**src/rtl/bitstream_pkg.sv**
```systemverilog
// Shared types and constants for the stochastic bitstream evaluation engine.
package bitstream_pkg;

    typedef enum logic [1:0] {
        ST_IDLE,
        ST_WARMUP,
        ST_COUNT,
        ST_DONE
    } state_t;

    // Taps of x^16+x^14+x^13+x^11+1 for a shift-left Fibonacci register.
    localparam logic [15:0] LFSR_TAPS   = 16'hB400;
    localparam int          SEED_STRIDE = 235;

    function automatic logic [15:0] lfsr_seed(input int base, input int idx);
        int sum;
        sum = base + idx * SEED_STRIDE;
        lfsr_seed = (sum[15:0] == 16'h0000) ? 16'h0001 : sum[15:0];
    endfunction

endpackage

```
**src/rtl/lfsr16.sv**
```systemverilog
// 16-bit Fibonacci LFSR with synchronous reload of its seed.
module lfsr16
    import bitstream_pkg::*;
#(
    parameter logic [15:0] SEED = 16'h0001
) (
    input  logic        clk,
    input  logic        n_rst,
    input  logic        load,
    input  logic        enable,
    output logic [15:0] state
);

    always_ff @(posedge clk or negedge n_rst) begin
        if (!n_rst) begin
            state <= SEED;
        end else if (load) begin
            state <= SEED;
        end else if (enable) begin
            state <= {state[14:0], ^(state & LFSR_TAPS)};
        end
    end

endmodule

```
**src/rtl/bitstream_runner.sv**
```systemverilog
// Drives stochastic bitstreams into a layer network, counts the returned ones
// over a fixed window after a flush period, and reports per-channel counts and argmax.
module bitstream_runner
    import bitstream_pkg::*;
#(
    parameter int INPUT_SIZE  = 4,
    parameter int OUTPUT_SIZE = 3,
    parameter int VALUE_WIDTH = 8,
    parameter int WARMUP      = 16,
    parameter int WINDOW      = 256,
    parameter int SEED        = 25,
    localparam int CW  = $clog2(WINDOW + 1),
    localparam int CLW = (OUTPUT_SIZE > 2) ? $clog2(OUTPUT_SIZE) : 1
) (
    input  logic                              clk,
    input  logic                              n_rst,
    input  logic                              start,
    input  logic                              abort,
    input  logic [INPUT_SIZE*VALUE_WIDTH-1:0] input_value,
    output logic [INPUT_SIZE-1:0]             bs_input,
    input  logic [OUTPUT_SIZE-1:0]            bs_output,
    output logic                              ready,
    output logic                              done,
    output logic [OUTPUT_SIZE*CW-1:0]         result_count,
    output logic [CLW-1:0]                    result_class,
    output logic                              result_valid
);

    localparam int PMAX = (WARMUP > WINDOW) ? WARMUP : WINDOW;
    localparam int PW   = $clog2(PMAX + 1);

    state_t                 state;
    logic [PW-1:0]          phase;
    logic [CW-1:0]          counts [OUTPUT_SIZE];
    logic [VALUE_WIDTH-1:0] values [INPUT_SIZE];
    logic [VALUE_WIDTH-1:0] lfsr_low [INPUT_SIZE];
    logic [CLW-1:0]         best;
    logic                   running;
    logic                   load;

    assign running = (state == ST_WARMUP) || (state == ST_COUNT);
    assign load    = (state == ST_IDLE) && start;
    assign ready   = (state == ST_IDLE);
    assign done    = (state == ST_DONE);

    for (genvar g = 0; g < INPUT_SIZE; g++) begin : g_lfsr
        logic [15:0] st;
        lfsr16 #(
            .SEED(lfsr_seed(SEED, g))
        ) u_lfsr (
            .clk   (clk),
            .n_rst (n_rst),
            .load  (load),
            .enable(running),
            .state (st)
        );
        assign lfsr_low[g] = st[VALUE_WIDTH-1:0];
        if (VALUE_WIDTH < 16) begin : g_hi
            // Only the low bits feed the comparator; the rest just shift through.
            logic lfsr_unused;
            assign lfsr_unused = ^st[15:VALUE_WIDTH];
        end
    end

    always_comb begin
        bs_input = '0;
        for (int i = 0; i < INPUT_SIZE; i++) begin
            bs_input[i] = running && (lfsr_low[i] < values[i]);
        end
    end

    always_ff @(posedge clk) begin
        if (load) begin
            for (int i = 0; i < INPUT_SIZE; i++) begin
                values[i] <= input_value[i*VALUE_WIDTH +: VALUE_WIDTH];
            end
        end
    end

    // Strict greater-than keeps the lowest index on ties.
    always_comb begin
        logic [CW-1:0] best_count;
        best       = '0;
        best_count = counts[0];
        for (int j = 1; j < OUTPUT_SIZE; j++) begin
            if (counts[j] > best_count) begin
                best_count = counts[j];
                best       = CLW'(j);
            end
        end
    end

    always_ff @(posedge clk or negedge n_rst) begin
        if (!n_rst) begin
            state        <= ST_IDLE;
            phase        <= '0;
            result_count <= '0;
            result_class <= '0;
            result_valid <= 1'b0;
            for (int j = 0; j < OUTPUT_SIZE; j++) begin
                counts[j] <= '0;
            end
        end else begin
            case (state)
                ST_IDLE: begin
                    if (start) begin
                        phase <= '0;
                        for (int j = 0; j < OUTPUT_SIZE; j++) begin
                            counts[j] <= '0;
                        end
                        state <= (WARMUP == 0) ? ST_COUNT : ST_WARMUP;
                    end
                end
                ST_WARMUP: begin
                    if (abort) begin
                        state <= ST_IDLE;
                    end else if (phase == PW'(WARMUP - 1)) begin
                        phase <= '0;
                        state <= ST_COUNT;
                    end else begin
                        phase <= phase + PW'(1);
                    end
                end
                ST_COUNT: begin
                    if (abort) begin
                        state <= ST_IDLE;
                    end else begin
                        for (int j = 0; j < OUTPUT_SIZE; j++) begin
                            if (bs_output[j]) begin
                                counts[j] <= counts[j] + CW'(1);
                            end
                        end
                        if (phase == PW'(WINDOW - 1)) begin
                            state <= ST_DONE;
                        end else begin
                            phase <= phase + PW'(1);
                        end
                    end
                end
                ST_DONE: begin
                    state <= ST_IDLE;
                    if (!abort) begin
                        for (int j = 0; j < OUTPUT_SIZE; j++) begin
                            result_count[j*CW +: CW] <= counts[j];
                        end
                        result_class <= best;
                        result_valid <= 1'b1;
                    end
                end
                default: state <= ST_IDLE;
            endcase
        end
    end

endmodule

```
**config.mk**
```make
export PLATFORM = sky130hd
export DESIGN_NAME = bitstream_runner
export DESIGN_NICKNAME = d
export VERILOG_FILES = /design/src/rtl/bitstream_pkg.sv /design/src/rtl/lfsr16.sv /design/src/rtl/bitstream_runner.sv
export SDC_FILE = /design/constraint.sdc
export NUM_CORES = 1
export LEC_CHECK = 0
export CAP_MARGIN = 20
export CORE_MARGIN = 3
export CORE_UTILIZATION = 50
export DETAILED_ROUTE_END_ITERATION = 8
export GPL_TIMING_DRIVEN = 0
export MAX_ROUTING_LAYER = met4
export PLACE_DENSITY = 0.71
export SLEW_MARGIN = 25
export SYNTH_ARGS = -nofsm -noshare
export SYNTH_HDL_FRONTEND = slang
export SYNTH_SLANG_ARGS = --single-unit
```
**constraint.sdc**
```tcl
create_clock -name clk -period 3.97 [get_ports clk]
set_input_delay 0.5955 -clock clk [delete_from_list [all_inputs] [get_ports clk]]
set_output_delay 0.5955 -clock clk [all_outputs]
set_load 0.005 [all_outputs]
```
==> metrics.md, run 1 <==
| Metric | Value |
|---|---|
| RSZ-0062 raised after global routing | `no` |
| TritonRoute pass-1 iters | `5` |
| Cells after synthesis | `~730` |
| FF-to-FF End | `result_class[1]$_DFFE_PN0P_` |
| Status | `completed` |
| DRC violations left | `0` |
| Pwr/cell area | `661 nW/µm²` |
| PortBufs | `74` |
| Share of layout cells above drive strength 1 | `about a tenth` |
| Most common cell after layout, fill and taps aside | `dfrtp_1` |
| CP Capture Type | `register` |
| Commonest non-fill, non-tap cells in the layout | `113 x dfrtp_1, 84 x nor2_1, 73 x clkdlybuf4s50_1` |
| Pin count of the biggest net entering global routing | `75` |
| Critical path required time | `4280 ps` |
| DR WL/cell | `15.6 µm` |
| FFs w/ async S/R, synth | `80.5%` |
| Tmin final | `between 3000 and 4000 ps` |
| Met2 wire length | `8.32 mm` |
| Die Ht | `roughly 130 µm` |
| Setup TNS Final | `0 ps` |
| H-Tree Level Count | `4` |
| Setup-failing EPs final | `0` |
| Hold/Removal Path Class | `primary input to asynchronous set/reset pin` |
| Antenna Violating Nets Remaining | `0` |
| Met3 WL post-DR | `504 µm` |
| # diodes | `0` |
| YS warnings | `0` |
| GR Util All Layers | `19.6%` |
| Vias per inst | `5.34` |
| Worst skew pair latency | `430 ps` |
| Worst Tran Pin Value | `789 ps` |
| Reg2reg setup slack | `280 ps` |
| Worst VDD drop | `about 0.35 mV` |
| Area of the mapped netlist | `8130 µm²` |
| Total CTS buffers | `17` |
| Leading area contributor after synthesis | `dfrtp_1` |
| Clock-pin slew on the worst setup and hold paths | `60 ps` |
| Critical path type | `register to register` |
| Slew Limit Fails | `0` |
| Syn_nets | `slightly above 800` |
| CTS tree | `yes` |
| Seq cells post-synth | `164` |
| Synth cell types | `53` |
| Root buffer cell | `clkbuf_16` |
| Detailed placement HPWL | `11.7 mm` |
| Crit path DAT | `4000 ps` |
| Hold_buf cts | `0` |
| Post-placement cell area | `9190 µm²` |
| Max-slew headroom | `47.4%` |
| Initial drt markers | `around 330` |
| Gpl congestion | `0.850` |
| Sequential area share after synthesis | `52.7%` |
| Area Growth Syn to Fin | `20.2%` |
| Global-route wire length before repair | `around 27 mm` |
| Top area cells in the synthesized netlist | `dfrtp_1 35%, edfxtp_1 12%, mux2i_1 8.7%` |
| F_max | `0.271 GHz` |
| Ys flop type | `dfrtp_1` |
| Starting density of the core | `a little over half` |
| Grt ovf | `0` |
| Setup ws final | `276 ps` |
| Max layer used | `met4` |
| Syn Area/Cell | `roughly 11 µm²` |
| Placement Rows | `between 40 and 50` |
| Final WL | `16.3 mm` |
| Core Region | `15500 µm²` |
| Pre-CTS WS | `147 ps` |
| R2r startpoint | `counts[19]$_DFFE_PN0P_` |
| Ports | `75` |
| Critical path fanouts, max | `9` |
| Tcrit/Tclk final | `around 93%` |
| Die ar. | `~18000 µm²` |
| Clk sink count | `between 150 and 200` |
| Via count | `between 5k and 6k` |
| Startpoint Class | `register` |
| FF-to-FF path depth | `12` |
| Max Cap Violations | `0` |
| P_leak | `4.49 nW` |
| Antenna violations before repair | `0` |
| Hold Violations, Final | `0` |
| Met1 wire length | `7.12 mm` |
| Worst Skew | `approximately 6 ps` |
| Cell area after layout | `9780 µm²` |
| Max Root-Sink Buffers | `2` |
| Vias in the first global route | `5630` |
| Yosys top cell area share | `34.8%` |
| Die span in x | `134 µm` |
| Nets | `918` |
| EDFF count, synth | `32` |
[worst max-delay path, cell delays in order, from the launching register on]
cell	delay, ps
dfrtp_1	500
inv_1	140
ha_1	290
and4_1	210
a221o_1	390
o21ai_4	350
mux2i_1	290
ha_1	270
a211oi_1	230
nor2_1	70
a2111oi_0	390
a21oi_1	150
mux2_2	300
[routing by layer]
metal | GRT usage (%) | vias up
met5 | - | -
met4 | 7.94 | 0
met3 | 3.59 | 28
met2 | 32.8 | 108
met1 | 23.5 | 2734
li1 | - | 2728
[through the flow]
step / hold WS, ps / utilization [%] / instances / total power [mW]
floorplan: 300 / - / 729 / 4.13
global placement: 451 / 58.8 / 1014 / 4.76
detailed placement: 453 / 59.1 / 1016 / 4.88
CTS: 101 / 62.9 / 1048 / 6.52
global route: 106 / 62.9 / 1048 / 6.90
finish: 81.3 / 62.9 / 1048 / 6.46
[logic make-up after synthesis]
| group | share of synthesized area (%) |
|---|---|
| buf+inv | 4.17 |
| xor+xnor | 3.34 |
| flops | 52.7 |
| fa+ha+maj | 8.46 |
| simple gates | 10.6 |
| mux | 11.1 |
| compound gates | 9.66 |
[sequential cells by signal (all words and copies together), names as in the netlist]
register,cells
phase,9
result_valid,1
counts,27
values,32
state,2
g_lfsr.u_lfsr.state,64
result_count,27
result_class,2
[synthesized netlist by cell type, types with 5 or more instances]
| master | n |
|---|---|
| a2111oi_0 | 5 |
| nor2_1 | 84 |
| dfstp_2 | 19 |
| and3_1 | 5 |
| dfrtp_1 | 113 |
| mux2i_1 | 71 |
| a21oi_1 | 20 |
| nand2_1 | 50 |
| o21a_1 | 6 |
| edfxtp_1 | 32 |
| nand4_1 | 8 |
| clkbuf_1 | 15 |
| inv_1 | 57 |
| ha_1 | 55 |
| nand3_1 | 15 |
| o21ai_0 | 42 |
| o31ai_1 | 7 |
| buf_1 | 5 |
| xor2_1 | 10 |
| mux2_2 | 15 |
| xnor2_1 | 21 |
| buf_2 | 7 |
| nand2b_1 | 14 |
[layout make-up]
| type | instances | area (µm²) |
|---|---|---|
| Sequential cell | 164 | 4290 |
| Inverter | 58 | 218 |
| Tap cell | 211 | 264 |
| Timing Repair Buffer | 76 | 793 |
| Clock inverter | 10 | 93.8 |
| Clock buffer | 22 | 485 |
| Fill cell | 1229 | 5760 |
| Multi-Input combinational cell | 479 | 3510 |
| Buffer | 28 | 123 |
[how the worst max path moves through the flow]
stage,cells past startpoint,startpoint,to,slack (ps)
finish,12,counts[19]$_DFFE_PN0P_,result_class[1]$_DFFE_PN0P_,280
global route,12,counts[19]$_DFFE_PN0P_,result_class[1]$_DFFE_PN0P_,70
CTS,12,counts[19]$_DFFE_PN0P_,result_class[1]$_DFFE_PN0P_,150
detailed placement,12,counts[19]$_DFFE_PN0P_,result_class[1]$_DFFE_PN0P_,150
global placement,1,n_rst,g_lfsr[2].u_lfsr.state[4]$_DFFE_PN0P_,-2690
floorplan,12,counts[19]$_DFFE_PN0P_,result_class[1]$_DFFE_PN0P_,710
[report_power, final]
part	total, mW	internal [mW]	switching (mW)	leakage (nW)
Combinational	2.34	1.10	1.24	2.17
Sequential	2.52	2.23	0.296	2.03
Clock	1.60	0.937	0.667	0.286
[what timing repair did]
action	CTS	global route
resized for setup	0	1
setup endpoints to repair	0	1
endpoints found under the hold margin	0	0
setup buffers	0	0
Power figures use the tool's default switching activity.
==> run 2: changes to the inputs <==
--- a/config.mk
+++ b/config.mk
@@ -6,7 +6,7 @@
 export NUM_CORES = 1
 export LEC_CHECK = 0
 export CAP_MARGIN = 20
-export CORE_MARGIN = 3
+export CORE_MARGIN = 4
 export CORE_UTILIZATION = 50
 export DETAILED_ROUTE_END_ITERATION = 8
 export GPL_TIMING_DRIVEN = 0
==> metrics.md, run 2 (synthesized netlist as in run 1, its figures left out) <==
| Metric | Value |
|---|---|
| Die Ht | `around 140 µm` |
| Most common cell after layout, fill and taps aside | `dfrtp_1` |
| Register name with the most flops | `g_lfsr.u_lfsr.state` |
| P_leak | `4.48 nW` |
| Tcrit/Tclk final | `92.3%` |
| Worst VDD drop | `0.386 mV` |
| Placement Rows | `46` |
| Root buffer cell | `clkbuf_16` |
| Crit path top cell by count | `ha_1` |
| Pin count of the biggest net entering global routing | `85` |
| Worst Skew | `5.13 ps` |
| GR Util All Layers | `between 10% and 20%` |
| Max reg flops | `64` |
| Max Root-Sink Buffers | `2` |
| Startpoint Class | `register` |
| Starting density of the core | `51.2%` |
| Worst Tran Pin Value | `between 700 and 800 ps` |
| Worst skew pair latency | `430 ps` |
| Max-slew headroom | `around half` |
| Worst Setup SP | `counts[19]$_DFFE_PN0P_` |
| Area Growth Syn to Fin | `20.4%` |
| CP cell instances | `inv_1, ha_1, and4_1, a221o_1, o21ai_4, mux2i_1, ha_1, a211oi_1, nor2_1, a2111oi_0, a21oi_1, mux2_2` |
| H-Tree Level Count | `4` |
| Antenna Violating Nets Remaining | `0` |
| # diodes | `0` |
| Peak per-stage delay on the critical path | `500 ps` |
| Setup TNS Final | `0 ps` |
| Crit path DAT | `3980 ps` |
| DRC violations left | `0` |
| PortBufs | `74` |
| DR WL/cell | `15.5 µm` |
| Global-route wire length before repair | `28.0 mm` |
| Detailed placement HPWL | `11.6 mm` |
| Setup-failing EPs final | `0` |
| Total CTS buffers | `17` |
| Cell area after layout | `9790 µm²` |
| Top flop regs | `g_lfsr.u_lfsr.state (64), values (32)` |
| F_max | `0.273 GHz` |
| Post-placement cell area | `9200 µm²` |
| CTS tree | `yes` |
| Max Cap Violations | `0` |
| Slew Limit Fails | `0` |
| Vias in the first global route | `5898` |
| Vias per inst | `5.39` |
| Gpl congestion | `roughly 0.86` |
| Pre-CTS WS | `around 250 ps` |
| Antenna violations before repair | `0` |
| Critical path type | `register to register` |
| Critical path required time | `between 4000 and 5000 ps` |
| Ports | `75` |
| Clk sink count | `164` |
| Nets | `918` |
| RSZ-0062 raised after global routing | `no` |
| Critical Path Slowest Stage Cell | `dfrtp_1` |
| Setup ws final | `306 ps` |
| Status | `completed` |
| Final WL | `about 16 mm` |
| Die ar. | `18400 µm²` |
| Commonest non-fill, non-tap cells in the layout | `113 x dfrtp_1, 84 x nor2_1, 73 x clkdlybuf4s50_1` |
| Die span in x | `136 µm` |
| Critical path fanouts, max | `9` |
| Tmin final | `approximately 3700 ps` |
| R2r startpoint | `counts[19]$_DFFE_PN0P_` |
| Via count | `5680` |
| Grt ovf | `0` |
| Share of layout cells above drive strength 1 | `around a tenth` |
| CP Capture Type | `register` |
| Pwr/cell area | `666 nW/µm²` |
| Clock-pin slew on the worst setup and hold paths | `60 ps` |
| TritonRoute pass-1 iters | `5` |
| Core Region | `about 16000 µm²` |
| Initial drt markers | `447` |
| Hold Violations, Final | `0` |
| Hold_ws | `roughly 63 ps` |
| Hold/Removal Path Class | `primary input to asynchronous set/reset pin` |
-- run 2: worst max-delay path: cells and delay by family, from the launching register on --
| kind | cells | cell delay (ps) |
|---|---|---|
| flops | 1 | 500 |
| buf+inv | 1 | 130 |
| fa+ha+maj | 2 | 570 |
| mux | 2 | 550 |
| simple gates | 2 | 280 |
| compound gates | 5 | 1510 |
-- run 2: routing by layer --
metal	up-vias	global-route usage [%]	wire length [µm]
li1	2731	-	-
met1	2776	23.6	7030
met2	144	33.1	8280
met3	29	3.68	662
met4	0	6.83	325
met5	-	-	0
-- run 2: path summary, 6_finish.rpt --
| kind | depth (start not counted) | endpoint | slack [ps] |
|---|---|---|---|
| hold / removal | 1 | phase[7]$_DFFE_PN0P_ | 60 |
| setup reg to reg | 12 | result_class[1]$_DFFE_PN0P_ | 310 |
| setup / recovery | 12 | result_class[1]$_DFFE_PN0P_ | 310 |
| min in group clk | 1 | result_valid$_DFFE_PN0P_ | 470 |
| max in group asynchronous | 2 | g_lfsr[2].u_lfsr.state[2]$_DFFE_PN1P_ | 3160 |
| hold reg to reg | 1 | result_valid$_DFFE_PN0P_ | 470 |
-- run 2: repair_timing --
action	in CTS	in global routing
setup buffers	0	0
setup endpoints to repair	0	1
resized for setup	0	1
hold buffers	0	0
-- run 2: power breakdown --
group	switching (mW)	leakage [nW]	internal, mW	total (mW)
Sequential	0.299	2.03	2.23	2.52
Clock	0.645	0.279	1.00	1.65
Combinational	1.24	2.17	1.10	2.35
-- run 2: through the flow --
step / utilization, % / power (mW) / cells
after floorplan: - / 4.13 / 729
after global placement: 57.6 / 4.77 / 1019
after detailed placement: 57.9 / 4.90 / 1021
after CTS: 61.6 / 6.57 / 1053
after global routing: 61.6 / 6.96 / 1053
final: 61.6 / 6.52 / 1053
-- run 2: layout make-up --
type | count | area, µm²
timing repair buffer | 76 | 793
inverter | 58 | 218
fill | 1280 | 6090
tap | 216 | 270
clock buffer | 23 | 458
clock inverter | 9 | 128
sequential | 164 | 4290
buffer | 28 | 123
multi-input combinational | 479 | 3510
==> run 3: changes to the inputs <==
--- a/config.mk
+++ b/config.mk
@@ -5,9 +5,12 @@
 export SDC_FILE = /design/constraint.sdc
 export NUM_CORES = 1
 export LEC_CHECK = 0
+export ABC_AREA = 0
 export CAP_MARGIN = 20
 export CORE_MARGIN = 4
 export CORE_UTILIZATION = 50
+export CTS_BUF_LIST = sky130_fd_sc_hd__clkbuf_8
+export CTS_CLUSTER_SIZE = 8
 export DETAILED_ROUTE_END_ITERATION = 8
 export GPL_TIMING_DRIVEN = 0
 export MAX_ROUTING_LAYER = met4
==> metrics.md, run 3 (synthesized netlist as in run 1, its figures left out) <==
| Metric | Value |
|---|---|
| Tcrit/Tclk final | `92.8%` |
| Switching fraction of total power | `35.1%` |
| Initial drt markers | `just under 400` |
| Reg power frac | `about two fifths` |
| Vias in the first global route | `5877` |
| Comb power frac | `38.5%` |
| P_int | `3.95 mW` |
| Placement Rows | `46` |
| Register name with the most flops | `g_lfsr.u_lfsr.state` |
| GR Util All Layers | `just under 20%` |
| Critical path required time | `4320 ps` |
| Global-route wire length before repair | `27.7 mm` |
| P_leak | `~4.4 nW` |
| Sw power | `2.14 mW` |
| Via count | `about 5.7k` |
| Status | `completed` |
| Detailed placement HPWL | `11.6 mm` |
| Clk sink count | `164` |
| CP cell instances | `inv_1, ha_1, and4_1, a221o_1, o21ai_4, mux2i_1, ha_1, a211oi_1, nor2_1, a2111oi_0, a21oi_1, mux2_2` |
| Max reg flops | `64` |
| Share of layout cells above drive strength 1 | `10.0%` |
| Area Growth Syn to Fin | `18.0%` |
| Ports | `75` |
| Tmin final | `around 3700 ps` |
| R2r startpoint | `counts[19]$_DFFE_PN0P_` |
| Post-placement cell area | `roughly 9000 µm²` |
| Startpoint Class | `register` |
| CP Capture Type | `register` |
| # diodes | `0` |
| Crit path top cell by count | `ha_1` |
| Final Total Pwr | `6.08 mW` |
| Setup-failing EPs final | `0` |
| Gpl congestion | `0.856` |
| RSZ-0062 raised after global routing | `no` |
| Pin count of the biggest net entering global routing | `85` |
| Antenna Violating Nets Remaining | `0` |
| F_max | `0.271 GHz` |
| DRC violations left | `0` |
| Peak per-stage delay on the critical path | `490 ps` |
| Area occupied by multi-input gates | `3510 µm²` |
| Worst Tran Pin Value | `770 ps` |
| Critical path fanouts, max | `9` |
| Setup ws final | `~280 ps` |
| Crit path DAT | `4030 ps` |
| Nets | `918` |
| FF+latch area | `4290 µm²` |
| Starting density of the core | `a little over 50%` |
| Cell area after layout | `9600 µm²` |
| Vias per inst | `5.39` |
| Pre-CTS WS | `249 ps` |
| Die Ht | `136 µm` |
| Post-layout util | `60.4%` |
| Die span in x | `between 100 and 150 µm` |
| Clk network pwr share | `20.1%` |
| Clock-pin slew on the worst setup and hold paths | `80 ps` |
| Worst skew pair latency | `460 ps` |
| DR WL/cell | `15.2 µm` |
| Max Root-Sink Buffers | `2` |
| Antenna violations before repair | `0` |
| Pwr/cell area | `between 600 and 700 nW/µm²` |
| Total CTS buffers | `17` |
| Hold_buf cts | `0` |
| TritonRoute pass-1 iters | `5` |
| Slew Limit Fails | `0` |
| Core Region | `between 15000 and 20000 µm²` |
| CTS tree | `yes` |
| Max Cap Violations | `0` |
| Top flop regs | `g_lfsr.u_lfsr.state (64), values (32)` |
| Max-slew headroom | `just under 50%` |
| Layout fillers | `1314` |
| Grt ovf | `0` |
| PortBufs | `74` |
| Worst Setup SP | `counts[19]$_DFFE_PN0P_` |
| Hold_ws | `about 28 ps` |
| Hold/Removal Path Class | `primary input to asynchronous set/reset pin` |
| Hold Violations, Final | `0` |
| H-Tree Level Count | `4` |
| Most common cell after layout, fill and taps aside | `dfrtp_1` |
| Critical path type | `register to register` |
| Worst Skew | `12.5 ps` |
| Critical Path Slowest Stage Cell | `dfrtp_1` |
| Commonest non-fill, non-tap cells in the layout | `113 x dfrtp_1, 84 x nor2_1, 73 x clkdlybuf4s50_1` |
| Die ar. | `18400 µm²` |
| Worst VDD drop | `slightly below 0.3 mV` |
| Root buffer cell | `clkbuf_8` |
| Final WL | `16.1 mm` |
==> run 3: changes by cell type in the layout (fill, tap and decap cells not counted), sizes merged <==
cell / change
inv: +5
clkbuf: -5
==> run 3: metrics by stage <==
stage / setup TNS (ps) / instances
6_report: 0 / 1053
5_1_grt: 0 / 1053
4_1_cts: 0 / 1053
3_5_place_dp: 0 / 1021
3_3_place_gp: -320060 / 1019
2_1_floorplan: 0 / 729
==> run 3: path summary, 6_finish.rpt <==
| check | cells after the start | slack (ps) | to |
|---|---|---|---|
| hold reg to reg | 1 | 470 | result_valid$_DFFE_PN0P_ |
| setup reg to reg | 12 | 280 | result_class[1]$_DFFE_PN0P_ |
| setup / recovery | 12 | 280 | result_class[1]$_DFFE_PN0P_ |
| max in group asynchronous | 2 | 3190 | g_lfsr[2].u_lfsr.state[2]$_DFFE_PN1P_ |
| hold / removal | 1 | 30 | phase[7]$_DFFE_PN0P_ |
| min in group clk | 1 | 470 | result_valid$_DFFE_PN0P_ |
==> run 3: layout make-up <==
| type | instances | share of cell area, % |
|---|---|---|
| Buffer | 28 | 1.28 |
| Clock buffer | 18 | 2.58 |
| Clock inverter | 14 | 1.53 |
| Inverter | 58 | 2.27 |
| Multi-Input combinational cell | 479 | 36.6 |
| Sequential cell | 164 | 44.7 |
| Tap cell | 216 | 2.82 |
| Timing Repair Buffer | 76 | 8.26 |
==> run 3: per-layer routing <==
layer / vias up / wire length, µm / GRT usage [%]
met5: - / 0 / -
met4: 0 / 308 / 6.72
met3: 27 / 588 / 3.45
met2: 124 / 8180 / 32.3
met1: 2800 / 6980 / 23.5
li1: 2727 / - / -
==> run 3: worst max-delay path: cells and delay by family (launching register included) <==
kind | cells | cell delay (ps)
buffers and inverters | 1 | 130
adder cells (fa/ha/maj) | 2 | 570
AO/OA/AOI/OAI | 5 | 1540
AND/OR/NAND/NOR | 2 | 290
multiplexers | 2 | 570
flip-flops | 1 | 490
==> run 3: power groups by stage <==
| stage | registers, mW | logic [mW] | clock network [mW] |
|---|---|---|---|
| after floorplan | 2.47 | 1.66 | 0 |
| after global placement | 2.54 | 2.23 | 0 |
| after detailed placement | 2.55 | 2.35 | 0 |
| after CTS | 2.52 | 2.36 | 1.24 |
| after global routing | 2.58 | 2.62 | 1.31 |
| final | 2.52 | 2.34 | 1.22 |
==> run 3: repair_timing <==
item,in CTS,in global routing
endpoints found under the setup margin,0,1
setup buffers,0,0
gates resized for setup,0,1
